==> config.mk <==
export PLATFORM = sky130hd
export DESIGN_NAME = clk_seq_ctrl
export DESIGN_NICKNAME = d
export VERILOG_FILES = /design/src/rtl/clk_seq_pkg.sv /design/src/rtl/clk_seq_divider.sv /design/src/rtl/clk_seq_ctrl.sv
export SDC_FILE = /design/constraint.sdc
export NUM_CORES = 1
export LEC_CHECK = 0
export BUFFER_PORTS_ARGS = -buffer_cell sky130_fd_sc_hd__buf_4
export CORE_MARGIN = 3
export CORE_UTILIZATION = 35
export CTS_CLUSTER_DIAMETER = 60
export CTS_CLUSTER_SIZE = 14
export DETAILED_ROUTE_END_ITERATION = 8
export RECOVER_POWER = 50
export SETUP_SLACK_MARGIN = 0.1
export SLEW_MARGIN = 20
export SYNTH_ARGS = -nofsm -noshare
export SYNTH_HDL_FRONTEND = slang
export SYNTH_SLANG_ARGS = --single-unit
==> constraint.sdc <==
create_clock -name clk -period 3.3 [get_ports clk]
set_clock_uncertainty 0.1 [all_clocks]
set_input_delay 0.165 -clock clk [delete_from_list [all_inputs] [get_ports clk]]
set_output_delay 0.165 -clock clk [all_outputs]
set_load 0.01 [all_outputs]
==> src/rtl/clk_seq_pkg.sv <==
// Shared state encoding and default timing constants for the clock sequencer.
package clk_seq_pkg;

    localparam logic [2:0] PLL_RST   = 3'd0;
    localparam logic [2:0] WAIT_LOCK = 3'd1;
    localparam logic [2:0] RUN       = 3'd2;
    localparam logic [2:0] RECONF    = 3'd3;
    localparam logic [2:0] FAULT     = 3'd4;

    typedef enum logic [2:0] {
        StPllRst   = PLL_RST,
        StWaitLock = WAIT_LOCK,
        StRun      = RUN,
        StReconf   = RECONF,
        StFault    = FAULT
    } state_e;

    localparam int unsigned DEF_PLL_RST_CYCLES = 16;
    localparam int unsigned DEF_LOCK_TIMEOUT   = 1024;
    localparam int unsigned DEF_DEFAULT_DIV    = 52;

endpackage

==> src/rtl/clk_seq_divider.sv <==
// Half-period divider: counts 0..active_div-1, toggles clk_out and pulses tick at each wrap.
// A pending ratio is taken only at a wrap, so no half-period is ever truncated.
module clk_seq_divider
    import clk_seq_pkg::*;
#(
    parameter int unsigned NBITS       = 32,
    parameter int unsigned DEFAULT_DIV = DEF_DEFAULT_DIV
) (
    input  logic             clk,
    input  logic             reset,
    input  logic             en,
    input  logic             clr,
    input  logic             flush,
    input  logic             load,
    input  logic [NBITS-1:0] load_value,
    output logic             wrap,
    output logic             clk_out,
    output logic             tick
);

    logic [NBITS-1:0] cnt_q, cnt_d;
    logic [NBITS-1:0] active_div_q, active_div_d;
    logic             clk_out_q, clk_out_d;
    logic             tick_q;

    assign wrap = en && (cnt_q == active_div_q - NBITS'(1));

    always_comb begin
        cnt_d        = cnt_q;
        clk_out_d    = clk_out_q;
        active_div_d = active_div_q;
        if (en) begin
            cnt_d = cnt_q + NBITS'(1);
        end
        if (wrap) begin
            cnt_d     = '0;
            clk_out_d = ~clk_out_q;
            if (load) begin
                active_div_d = load_value;
            end
        end
        // Clear still lets a coincident wrap toggle clk_out.
        if (clr) begin
            cnt_d = '0;
        end
        if (flush) begin
            cnt_d     = '0;
            clk_out_d = 1'b0;
        end
    end

    always_ff @(posedge clk) begin
        if (!reset) begin
            cnt_q        <= '0;
            active_div_q <= NBITS'(DEFAULT_DIV);
            clk_out_q    <= 1'b0;
            tick_q       <= 1'b0;
        end else begin
            cnt_q        <= cnt_d;
            active_div_q <= active_div_d;
            clk_out_q    <= clk_out_d;
            tick_q       <= wrap;
        end
    end

    assign clk_out = clk_out_q;
    assign tick    = tick_q;

endmodule

==> src/rtl/clk_seq_ctrl.sv <==
// PLL reset/lock sequencer with run-time divide-ratio handshake.
// Define CLK_SEQ_LOCK_CNT_EN to add the saturating lock_loss_cnt output.
module clk_seq_ctrl
    import clk_seq_pkg::*;
#(
    parameter int unsigned NBITS          = 32,
    parameter int unsigned PLL_RST_CYCLES = DEF_PLL_RST_CYCLES,
    parameter int unsigned LOCK_TIMEOUT   = DEF_LOCK_TIMEOUT,
    parameter int unsigned DEFAULT_DIV    = DEF_DEFAULT_DIV
) (
    input  logic             clk,
    input  logic             reset,
    input  logic             pll_locked,
    output logic             pll_areset,
    input  logic             div_req,
    input  logic [NBITS-1:0] div_value,
    output logic             div_ack,
    output logic             div_nack,
    output logic             clk_out,
    output logic             tick,
    output logic             ready,
    output logic             error
`ifdef CLK_SEQ_LOCK_CNT_EN
    ,
    output logic [7:0]       lock_loss_cnt
`endif
);

    localparam int unsigned CNT_MAX = (PLL_RST_CYCLES > LOCK_TIMEOUT) ? PLL_RST_CYCLES
                                                                      : LOCK_TIMEOUT;
    localparam int unsigned CNT_W   = $clog2(CNT_MAX + 1);
    localparam logic [CNT_W-1:0] RST_LAST = CNT_W'(PLL_RST_CYCLES - 1);
    localparam logic [CNT_W-1:0] TO_LAST  = CNT_W'(LOCK_TIMEOUT - 1);

    state_e           state_q, state_d;
    logic [CNT_W-1:0] seq_cnt_q, seq_cnt_d;
    logic [NBITS-1:0] pending_q, pending_d;
    logic             ack_d, nack_d;
    logic             ack_q, nack_q, pll_areset_q, ready_q, error_q;
    logic             div_en, div_clr, div_flush, div_load, div_wrap;
    logic             lock_lost;

    assign lock_lost = ((state_q == StRun) || (state_q == StReconf)) && !pll_locked;

    always_comb begin
        state_d   = state_q;
        pending_d = pending_q;
        ack_d     = 1'b0;
        nack_d    = 1'b0;
        div_en    = 1'b0;
        div_clr   = 1'b0;
        div_load  = 1'b0;
        unique case (state_q)
            StPllRst: begin
                if (seq_cnt_q == RST_LAST) state_d = StWaitLock;
            end
            StWaitLock: begin
                if (pll_locked)                state_d = StRun;
                else if (seq_cnt_q == TO_LAST) state_d = StFault;
            end
            StRun: begin
                div_en = 1'b1;
                if (lock_lost) begin
                    state_d = StWaitLock;
                    div_clr = 1'b1;
                end else if (div_req) begin
                    if (div_value == '0) begin
                        nack_d = 1'b1;
                    end else begin
                        pending_d = div_value;
                        state_d   = StReconf;
                    end
                end
            end
            StReconf: begin
                div_en = 1'b1;
                if (lock_lost) begin
                    state_d = StWaitLock;
                    div_clr = 1'b1;
                    nack_d  = 1'b1;
                end else begin
                    div_load = 1'b1;
                    if (div_wrap) begin
                        ack_d   = 1'b1;
                        state_d = StRun;
                    end
                end
            end
            StFault: ;
            default: state_d = StPllRst;
        endcase

        // One counter serves both the reset hold and the lock timeout.
        if ((state_d == state_q) && ((state_q == StPllRst) || (state_q == StWaitLock))) begin
            seq_cnt_d = seq_cnt_q + CNT_W'(1);
        end else begin
            seq_cnt_d = '0;
        end
        div_flush = (state_d == StFault);
    end

    always_ff @(posedge clk) begin
        if (!reset) begin
            state_q      <= StPllRst;
            seq_cnt_q    <= '0;
            pending_q    <= '0;
            ack_q        <= 1'b0;
            nack_q       <= 1'b0;
            pll_areset_q <= 1'b1;
            ready_q      <= 1'b0;
            error_q      <= 1'b0;
        end else begin
            state_q      <= state_d;
            seq_cnt_q    <= seq_cnt_d;
            pending_q    <= pending_d;
            ack_q        <= ack_d;
            nack_q       <= nack_d;
            pll_areset_q <= (state_d == StPllRst) || (state_d == StFault);
            ready_q      <= (state_d == StRun) || (state_d == StReconf);
            error_q      <= (state_d == StFault);
        end
    end

    clk_seq_divider #(
        .NBITS      (NBITS),
        .DEFAULT_DIV(DEFAULT_DIV)
    ) u_divider (
        .clk       (clk),
        .reset     (reset),
        .en        (div_en),
        .clr       (div_clr),
        .flush     (div_flush),
        .load      (div_load),
        .load_value(pending_q),
        .wrap      (div_wrap),
        .clk_out   (clk_out),
        .tick      (tick)
    );

`ifdef CLK_SEQ_LOCK_CNT_EN
    logic [7:0] loss_cnt_q;

    always_ff @(posedge clk) begin
        if (!reset) begin
            loss_cnt_q <= '0;
        end else if (lock_lost && (loss_cnt_q != 8'hff)) begin
            loss_cnt_q <= loss_cnt_q + 8'd1;
        end
    end

    assign lock_loss_cnt = loss_cnt_q;
`endif

    assign pll_areset = pll_areset_q;
    assign div_ack    = ack_q;
    assign div_nack   = nack_q;
    assign ready      = ready_q;
    assign error      = error_q;

endmodule

## Word level (Yosys, flattened, before mapping)

Cells that the tools add are included.

| storage, ports and cells | value |
|---|---|
| register bits after elaboration | 117 |
| input port bits | 36 |
| output and inout bits | 7 |
| word-level logic and storage cells | 68 |

| operators by class | value |
|---|---|
| add/sub/neg operators | 3 |
| equal/unequal tests | 11 |
| mux-type cells | 19 |
| bitwise operators | 5 |
| reductions and logical operators | 18 |

Operators by type and width:

| operator | count |
|---|---|
| adder 32 x 1 -> 32 bit, second input constant | 1 |
| equality test 32 bit | 1 |
| logical NOT 32 bit | 1 |
| subtractor 32 x 1 -> 32 bit, second input constant | 1 |
| 2-to-1 mux 3 bit | 8 |
| one-hot mux 3 bit (5 select lines) | 1 |
| equality test 3 x 2 -> 1 bit, second input constant | 4 |
| adder 11 x 1 -> 11 bit, second input constant | 1 |
| equality test 11 x 10 -> 1 bit, second input constant | 1 |
| equality test 11 x 4 -> 1 bit, second input constant | 1 |
| 2-to-1 mux 1 bit | 9 |
| equality test 3 bit, second input constant | 2 |
| logical NOT 3 bit | 2 |
| NOT 1 bit | 5 |
| logical OR 1 bit | 4 |
| AND reduction 2 bit | 2 |
| AND reduction 4 bit | 1 |
| OR reduction 2 bit | 2 |
| OR reduction 4 bit | 1 |
| equality test 3 x 1 -> 1 bit, second input constant | 1 |
| equality test 3 bit | 1 |
| logical AND 1 bit | 3 |
| OR reduction 3 bit | 1 |
| one-hot mux 1 bit (2 select lines) | 1 |
| logical NOT 1 bit | 1 |

## Depth between registers and ports, before layout

Gate-level depths: netlist (run 1).

| logic depth | value |
|---|---|
| word-level depth | 10 |
| mapped depth | 12 |
| mapped depth without buffers | 10 |

## By module

A second synthesis (run 1) with hierarchy kept.

| unflattened totals | value |
|---|---|
| cells, all modules | 722 |
| area, all modules | 6,198.4 sq um |

By module, submodules not included:

| module | times used | cells each | area an instance (sq um) |
|---|---|---|---|
| clk_seq_divider | 1 | 517 | 4,093.9 |
| clk_seq_ctrl | 1 | 205 | 2,104.5 |

## Least setup slack after synthesis (run 1)

No wires, ideal clock.

| path | value |
|---|---|
| kind | reg2reg |
| start | register u_divider.active_div_q[16] |
| end | register state_q[0] |
| library setup time | 127 ps |
| arrival time | 2,824 ps |
| data required time | 3,073 ps |
| slack | 248 ps |
| cell stages (with the launch flop) | 12 |
| period minus slack after synthesis | 3,052 ps |
| path through | dfxtp_1 or4_1 buf_2 or3_4 nor4_1 xnor2_1 nor4b_2 o211ai_1 buf_6 clkbuf_1 o2111ai_1 o21ai_1 |

| on the way | value |
|---|---|
| longest elaborated chain between the ends | 6 |

RTL lines:

| what | RTL line | source |
|---|---|---|
| start: declaration | clk_seq_divider.sv:22 | `logic [NBITS-1:0] active_div_q, active_div_d;` |
| start signal: assignment | clk_seq_divider.sv:55 | `active_div_q <= NBITS'(DEFAULT_DIV);` |
| start signal: assignment | clk_seq_divider.sv:60 | `active_div_q <= active_div_d;` |
| subtractor 32 x 1 -> 32 bit | clk_seq_divider.sv:26 | `assign wrap = en && (cnt_q == active_div_q - NBITS'(1));` |
| equality test 32 bit | clk_seq_divider.sv:26 |  |
| logical AND 1 bit | clk_seq_divider.sv:26 |  |
| 2-to-1 mux 3 bit | clk_seq_ctrl.sv:83 | `if (div_wrap) begin` |
| 2-to-1 mux 3 bit | clk_seq_ctrl.sv:77 | `if (lock_lost) begin` |
| one-hot mux 3 bit (5 select lines) | clk_seq_ctrl.sv:53 | `unique case (state_q)` |
| end signal: assignment | clk_seq_ctrl.sv:104 | `state_q <= StPllRst;` |
| end signal: assignment | clk_seq_ctrl.sv:113 | `state_q <= state_d;` |
| end: declaration | clk_seq_ctrl.sv:35 | `state_e state_q, state_d;` |

No other way between the ends.
A chain may end at the register's enable or synchronous reset.

## Worst setup path after layout (run 1)

| path | value |
|---|---|
| start | register u_divider.active_div_q[18] |
| end | register u_divider.cnt_q[17] |

| on the way | value |
|---|---|
| longest elaborated chain between the ends | 8 |

RTL lines:

| what | RTL line | source |
|---|---|---|
| subtractor 32 x 1 -> 32 bit (*) | clk_seq_divider.sv:26 |  |
| equality test 32 bit (*) | clk_seq_divider.sv:26 |  |
| logical AND 1 bit (*) | clk_seq_divider.sv:26 |  |
| 2-to-1 mux 3 bit | clk_seq_ctrl.sv:83 |  |
| 2-to-1 mux 3 bit | clk_seq_ctrl.sv:77 |  |
| one-hot mux 3 bit (5 select lines) | clk_seq_ctrl.sv:53 |  |
| equality test 3 bit | clk_seq_ctrl.sv:99 | `div_flush = (state_d == StFault);` |
| OR reduction 4 bit (no source line) (*) | n/a |  |
| end signal: assignment | clk_seq_divider.sv:59 | `cnt_q <= cnt_d;` |
| end: declaration | clk_seq_divider.sv:21 | `logic [NBITS-1:0] cnt_q, cnt_d;` |

Every way passes the cells marked *; elsewhere a longest branch is shown, timed or not.

==> reports/results.tsv, run 1 <==
stage	metric	value	unit
pwr	Final Power	0.00335	W
pwr	Pleak	3.01	nW
outcome	outcome	finished, final reports clean	
final_layout	fin area	0.00760	mm^2
die	core area	0.0161	mm^2
synthesis	syn nets	729	
synthesis	Synth Flop Type	dfxtp_1	
synthesis	Synth Cell Area	0.00581	mm^2
worst_hold_path	Worst Hold Launch	div_req	
synthesis	post-synthesis sequential area ratio	0.403	
pwr	peak supply drop	0.438	mV
detailed_routing	Iter 0 DRT Violations	245	
detailed_routing	Avg Vias per Cell	5.36	
placement	post-place instance area	0.00645	mm^2
setup_path	RR Endpoint	u_divider.cnt_q[17]	
pwr	Power Density	440	mW/mm^2
setup_path	Req. time, crit path	3490	ps
setup_path	cells along the critical path	or4_4, or3_4, nor4_4, xnor2_1, nor4b_2, o211ai_1, clkbuf_16, o21ai_4, clkbuf_16, nor2_1	
cts	CTS Buf Count	17	
detailed_routing	# DRC	0	
placement	routability cong.	0.865	
timing	RSZ-0062 raised after global routing	false	
placement	Place WS	110	ps
cts	clk slew on worst S/H paths	50	ps
die	starting density of the core	0.362	
global_routing	vias in the first global route	5040	
global_routing	first-pass GRT wire length	24800	um
timing	fmax	0.322	GHz
synthesis	flops & latches, synth	117	
final_layout	layout cell share with drive strength beyond 1	0.153	
final_layout	# fillers	1485	
final_layout	Ant. Diodes	0	
setup_path	CP bufs+invs	2	
cts	CTS tree	yes	
setup_path	Top delay family on crit path	simple AND/OR/NAND/NOR gates	
setup_path	CP endpoint kind	flip-flop	
global_routing	largest net degree at the start of global routing	66	
synthesis	synth unique cells	48	
timing	setup TNS	0	ps
cts	clock buffer depth	2	
global_routing	Tot GR Track Use	0.168	
detailed_routing	metal2 WL	7310	um
worst_hold_path	HP Class	in2reg	
detailed_routing	First-pass DRT Iterations	5	
cts	Clock Sinks	117	
synthesis	Synth Instances	690	
timing	min Tclk post-route	3100	ps
final_layout	fin cells	1006	
worst_hold_path	WHS Path Cells	5	
detailed_routing	vias after detailed routing	5394	
global_routing	initial antenna violation count	0	
timing	post-route worst setup slack	197	ps
worst_hold_path	WHS Endpoint	div_nack	
placement	Placed Cells	931	
detailed_routing	antenna viol nets, final	0	
synthesis	Synth Area per Inst	8.42	um^2
final_layout	Area growth syn-to-layout	30.9	%
setup_path	Startpoint Class	flip-flop	
setup_path	WP data arrival	3290	ps
setup_path	FF-to-FF setup slack	200	ps
setup_path	Reg2Reg Depth	10	
die	Top Ports	43	
final_layout	area of the multi-input gates	0.00337	mm^2
timing	worst slew pin tran	1020	ps
flow_run	number of max-cap violations	0	
timing	Rel. slew slack	0.317	
die	Die Span Y	135	um
detailed_routing	final WL	15400	um
placement	DP Wirelength	10200	um
detailed_routing	met1 wire length	7290	um
die	row count	46	
global_routing	gr ovfl total	0	
cts	H-tree depth	4	
timing	final setup violation count	0	
synthesis	Async SR Flop Fraction	0	
setup_path	Worst Setup Path Type	reg2reg	
cts	root buf cell	clkbuf_16	
setup_path	slowest library cell on the worst path	or4_4	
detailed_routing	Top Metal Used	met4	
die	full die area	0.0182	mm^2
synthesis	EDFF count, synth	0	
placement	Port Buf Inserts	42	
final_layout	register area	0.00234	mm^2
final_layout	final net count	819	
cts	Clk Latency, worst-skew pair	410	ps
setup_path	peak fanout along the critical path	8	
synthesis	Yosys warning count	0	
timing	Hold Vio Cnt, Final	0	
setup_path	Crit path top cell by count	clkbuf_16	
timing	Final Max Tran Viols	0	
die	Die W	135	um
detailed_routing	WL/cell	15.3	um
timing	Tcrit/Tclk final	0.940	
detailed_routing	Detail Route met3 WL	541	um
setup_path	Max stage delay on crit path	500	ps
setup_path	RR Startpoint	u_divider.active_div_q[18]	
sequential cells by signal, indices dropped and copies added (netlist names):
name / flops
div_ack: 1
div_nack: 1
error: 1
pending_q: 32
pll_areset: 1
ready: 1
seq_cnt_q: 11
state_q: 3
u_divider.active_div_q: 32
u_divider.clk_out: 1
u_divider.cnt_q: 32
u_divider.tick: 1
cell families (layout without fill, tap and decap cells):
family,after synthesis,count (layout),synth area share
buf+inv,55,155,0.0403
mux,33,33,0.0569
compound gates,111,111,0.114
flops,117,117,0.403
fa+ha+maj,3,3,0.00646
simple gates,292,292,0.260
xor+xnor,79,79,0.119
cell usage in the layout, fill, tap and decap left out, drive strengths merged, types with 4 or more instances in the layout:
cell type / count
o21ai: 42
o31ai: 5
and3: 10
dfxtp: 117
and4: 7
nor2: 100
xnor2: 41
a31oi: 4
nor4: 24
and2: 8
or3: 12
o2111ai: 5
a211oi: 5
dlygate4sd3: 34
nand4: 49
or4: 7
nand2: 26
nand3: 21
a21oi: 38
xor2: 38
buf: 66
mux2i: 33
inv: 11
nor3: 17
clkbuf: 38
worst min-delay path, cell delays in order:
cell     delay, ps
buf_4          120
nand2_1         70
nor2_1          40
a21oi_1        130
nor3_1          60
where the power goes:
part           internal (W)  total, W  switching [W]
Combinational     0.0000699  0.000123      0.0000528
Clock               0.00121   0.00180       0.000592
Sequential          0.00142   0.00142     0.00000204
Total               0.00270   0.00335       0.000647
synthesized netlist by cell type, types with 5 or more instances:
master	n	share of area
dfxtp_1	117	0.40
nor2_1	100	0.065
nand4_1	49	0.053
xnor2_1	41	0.062
o21ai_0	40	0.034
a21oi_1	38	0.033
xor2_1	38	0.057
mux2i_1	33	0.057
clkbuf_1	28	0.018
nand2_1	26	0.017
nor4_1	24	0.026
nand3_1	21	0.018
nor3_1	17	0.015
inv_1	12	0.0078
or3_1	11	0.012
and3_1	10	0.011
and2_1	8	0.0086
and4_1	7	0.011
buf_2	7	0.0060
or4_1	7	0.0090
a211oi_1	5	0.0065
o2111ai_1	5	0.0075
o31ai_1	5	0.0065
layout make-up:
type                       instances  share of cell area
tap                              216              0.0355
clock buffer                      24              0.0620
timing repair buffer             114               0.132
clock inverter                     5              0.0132
sequential                       117               0.308
multi-input combinational        518               0.443
inverter                          12             0.00592
timing repair:
item,4_1_cts,5_1_grt
gates resized for setup,1,23
endpoints found under the hold margin,42,0
hold buffers,34,0
setup endpoints to repair,15,67
buffers inserted,0,8
pin swaps,0,7
cloned,0,4
how the worst max path moves through the flow:
stage / depth (start not counted) / end / start / slack (ps)
2_1_floorplan: 11 / state_q[0] / u_divider.active_div_q[16] / 250
3_3_place_gp: 10 / u_divider.cnt_q[26] / u_divider.active_div_q[17] / 190
3_5_place_dp: 10 / u_divider.cnt_q[27] / u_divider.active_div_q[17] / 110
4_1_cts: 10 / u_divider.cnt_q[28] / u_divider.active_div_q[17] / 120
5_1_grt: 10 / u_divider.cnt_q[17] / u_divider.active_div_q[23] / 60
6_report: 10 / u_divider.cnt_q[17] / u_divider.active_div_q[18] / 200
layer usage:
metal | GRT usage | vias up
li1 | - | 2671
met1 | 0.228 | 2582
met2 | 0.258 | 116
met3 | 0.0376 | 25
met4 | 0.0718 | 0
met5 | 0 | -
metrics by stage:
stage | hold slack [ps] | utilization
floorplan | 209 | -
global placement | 306 | 0.402
detailed placement | 315 | 0.402
CTS | 106 | 0.459
global route | 145 | 0.473
finish | 119 | 0.473
Power figures use the tool's default switching activity.
==> run 2, diff against run 1 <==
--- a/config.mk
+++ b/config.mk
@@ -5,6 +5,7 @@
 export SDC_FILE = /design/constraint.sdc
 export NUM_CORES = 1
 export LEC_CHECK = 0
+export ABC_AREA = 1
 export BUFFER_PORTS_ARGS = -buffer_cell sky130_fd_sc_hd__buf_4
 export CORE_MARGIN = 3
 export CORE_UTILIZATION = 35
==> run 2 against run 1 <==
Critical path type unchanged. Setup slack gained 210 ps. Cell count grew 27%. Design area grew 1.9%. Via count grew 11%. Largest power group unchanged. Sequential share of layout area shrank 0.58 points. First-iteration DRC count grew 36%. Maximum frequency grew 7.4%. Register-to-register slack gained 210 ps.
==> reports/results.tsv, run 2 <==
stage	metric	value	unit	change
cts	clock buffer depth	2		unchanged
setup_path	CP bufs+invs	3		+1
final_layout	Regs by FF count	pending_q: 32 flops, u_divider.active_div_q: 32 flops, u_divider.cnt_q: 32 flops		
setup_path	Startpoint Class	flip-flop		
timing	min Tclk post-route	2890	ps	-215 ps
placement	Placed Cells	1211		+30%
final_layout	final net count	1077		+32%
synthesis	most common cell in the netlist	nor2_1		
synthesis	Yosys warning count	0		unchanged
die	starting density of the core	0.360		-0.00222
pwr	sw frac	0.218		+0.0250
final_layout	register area	0.00234	mm^2	about the same
setup_path	Req. time, crit path	3510	ps	+20 ps
timing	Final Max Tran Viols	0		unchanged
die	full die area	0.0195	mm^2	+7.4%
global_routing	vias in the first global route	5702		+13%
setup_path	Worst path depth	16		+6
synthesis	largest area contributor in the netlist	dfxtp_1		
worst_hold_path	Worst Hold Launch	reset		
timing	fmax	0.346	GHz	+7.4%
setup_path	FF-to-FF setup slack	410	ps	+210 ps
cts	Clock Sinks	117		unchanged
global_routing	initial antenna violation count	0		unchanged
die	Die Span Y	140	um	+3.7%
final_layout	commonest non-fill, non-tap cell in the layout	nor2_1		
die	Top Ports	43		unchanged
final_layout	layout cell share with drive strength beyond 1	0.108		-0.0447
detailed_routing	Iter 0 DRT Violations	332		+36%
setup_path	Top delay family on crit path	simple AND/OR/NAND/NOR gates		
setup_path	RR Startpoint	u_divider.active_div_q[0]		
setup_path	peak fanout along the critical path	51		+43
pwr	Power Density	441	mW/mm^2	+0.21%
detailed_routing	antenna viol nets, final	0		unchanged
cts	CTS Buf Count	17		unchanged
synthesis	Synth Area per Inst	6.54	um^2	-22%
global_routing	largest net degree at the start of global routing	65		-1.5%
placement	Port Buf Inserts	42		unchanged
timing	Hold Vio Cnt, Final	0		unchanged
pwr	fraction of power consumed by sequential logic	0.415		-0.010
timing	Tcrit/Tclk final	0.875		-0.0651
final_layout	area of the multi-input gates	0.00347	mm^2	+3.0%
final_layout	# fillers	1830		+23%
synthesis	post-synthesis sequential area ratio	0.374		-0.0292
detailed_routing	WL/cell	12.7	um	-17%
setup_path	slowest library cell on the worst path	dfxtp_1		
synthesis	Synth Flop Type	dfxtp_1		
synthesis	synth unique cells	35		-27%
setup_path	Max stage delay on crit path	300	ps	-200 ps
placement	routability cong.	1.01		+17%
setup_path	CP endpoint kind	flip-flop		
pwr	sw power	0.000746	W	+15%
setup_path	Crit path top cell by count	nor2_1		
timing	worst hold slack	46.0	ps	-73.1 ps
detailed_routing	final WL	16200	um	+4.8%
setup_path	Worst Setup SP	u_divider.active_div_q[0]		
synthesis	Synth Cell Area	0.00626	mm^2	+7.8%
final_layout	Ant. Diodes	0		unchanged
die	Die W	140	um	+3.7%
detailed_routing	Avg Vias per Cell	4.68		-13%
detailed_routing	# DRC	0		unchanged
setup_path	Setup crit end	u_divider.active_div_q[16]		
final_layout	Area growth syn-to-layout	23.7	%	
final_layout	fin cells	1276		+27%
worst_hold_path	HP Class	in2reg		
cts	CTS tree	yes		
timing	Rel. slew slack	0.351		+0.0345
pwr	Pleak	3.45	nW	+14%
synthesis	Synth Instances	958		+39%
cts	root buf cell	clkbuf_16		
synthesis	Async SR Flop Fraction	0		unchanged
timing	final setup violation count	0		unchanged
flow_run	number of max-cap violations	0		unchanged
setup_path	cells along the critical path	inv_1, ha_1, nand2_2, nor2_1, nand2_1, clkinv_1, nand3b_1, nand2_1, nand2_1, nor2_1, nand3_1, nor2_4, nand3_4, buf_6, nor2_1, nor2_1		
cts	clk slew on worst S/H paths	60	ps	about the same
synthesis	EDFF count, synth	0		unchanged
global_routing	Tot GR Track Use	0.175		+0.00670
placement	DP Wirelength	12000	um	+17%
global_routing	gr ovfl total	0		unchanged
timing	worst slew pin tran	972	ps	-52.7 ps
synthesis	Post-synth top cells	nor2_1 (235), nand2_1 (223), dfxtp_1 (117)		
synthesis	Area contributors post-synth	dfxtp_1 (37%), nor2_1 (14%), nand2_1 (13%), xor2_1 (5.3%), inv_1 (5.3%)		
die	row count	48		+4.3%
timing	setup TNS	0	ps	unchanged
synthesis	flops & latches, synth	117		unchanged
outcome	outcome	finished, final reports clean		
global_routing	first-pass GRT wire length	27800	um	+12%
die	core area	0.0174	mm^2	+8.5%
pwr	Clk pwr share	0.550		+0.011
detailed_routing	vias after detailed routing	5972		+11%
pwr	proportion of power drawn by combinational gates	0.035		-0.002
cts	H-tree depth	4		unchanged
setup_path	RR Endpoint	u_divider.active_div_q[16]		
pwr	P_int	0.00267	W	-1.1%
final_layout	most frequent cells in the layout	nor2_1 (235), nand2_1 (222), dfxtp_1 (117)		
setup_path	Reg2Reg Depth	16		+6
pwr	peak supply drop	0.351	mV	-20%
detailed_routing	First-pass DRT Iterations	5		unchanged
synthesis	syn nets	997		+37%
synthesis	area share of the largest cell type after synthesis	0.374		-0.0292
cts	Clk Latency, worst-skew pair	420	ps	about the same
setup_path	Worst Setup Path Type	reg2reg		
setup_path	WP data arrival	3100	ps	-190 ps
timing	RSZ-0062 raised after global routing	false		
==> run 2: power by group through the flow <==
stage / registers (W) / logic, W / clock network, W
after floorplan: 0.00145 / 0.0000407 / 0
after global placement: 0.00145 / 0.0000858 / 0
after detailed placement: 0.00145 / 0.0000859 / 0
after CTS: 0.00142 / 0.000117 / 0.00192
after global routing: 0.00142 / 0.000131 / 0.00199
final: 0.00142 / 0.000118 / 0.00188
==> run 2: cells by family after synthesis <==
kind of cell    after synthesis  synth area share
flops                       117             0.374
simple gates                592             0.408
buf+inv                     118            0.0745
compound gates               72            0.0589
fa+ha+maj                     3           0.00599
xor+xnor                     56            0.0783
==> run 2: layout make-up <==
| class | instances | area share |
|---|---|---|
| multi-input cells | 723 | 0.448 |
| repair buffers | 85 | 0.0897 |
| flip-flops and latches | 117 | 0.302 |
| clock inverters | 15 | 0.0233 |
| well taps | 225 | 0.0363 |
| inverters | 94 | 0.0456 |
| clock buffers | 17 | 0.0549 |
==> run 2: how the worst min path moves through the flow <==
stage | end | slack [ps] | cells past startpoint
6_report | div_nack | 50 | 3
2_1_floorplan | pending_q[0] | 230 | 2
4_1_cts | div_nack | 20 | 3
3_3_place_gp | pending_q[14] | 330 | 3
3_5_place_dp | pending_q[14] | 340 | 3
5_1_grt | state_q[1] | 50 | 3
==> run 2: worst reg2reg max path, stage by stage (launching register included) <==
cell,delay [ps]
dfxtp_1,300
inv_1,100
ha_1,260
nand2_2,130
nor2_1,210
nand2_1,160
clkinv_1,120
nand3b_1,80
nand2_1,100
nand2_1,50
nor2_1,130
nand3_1,140
nor2_4,190
nand3_4,180
buf_6,280
nor2_1,200
nor2_1,60
==> run 2: timing repair <==
item	in CTS	in global routing
hold buffers	33	0
endpoints found under the setup margin	0	45
gates resized for setup	0	3
buffers inserted	0	0
endpoints found under the hold margin	33	0
==> run 2: layer usage <==
layer  vias to the layer above  GRT usage  part of all wire
met4                         0     0.0546             0.015
met3                        18     0.0409             0.048
met1                      2663      0.240              0.50
met5                         -          0                 0
li1                       3174          -                 -
met2                       117      0.272              0.44
==> run 2: metrics by stage <==
stage               utilization  total power [W]  instance area, um^2  worst slack, ps
global placement          0.392          0.00154                 6830              335
global route              0.445          0.00354                 7740              101
finish                    0.445          0.00342                 7740              412
floorplan                     -          0.00149                 6260              978
detailed placement        0.392          0.00154                 6830              271
CTS                       0.446          0.00346                 7770              264
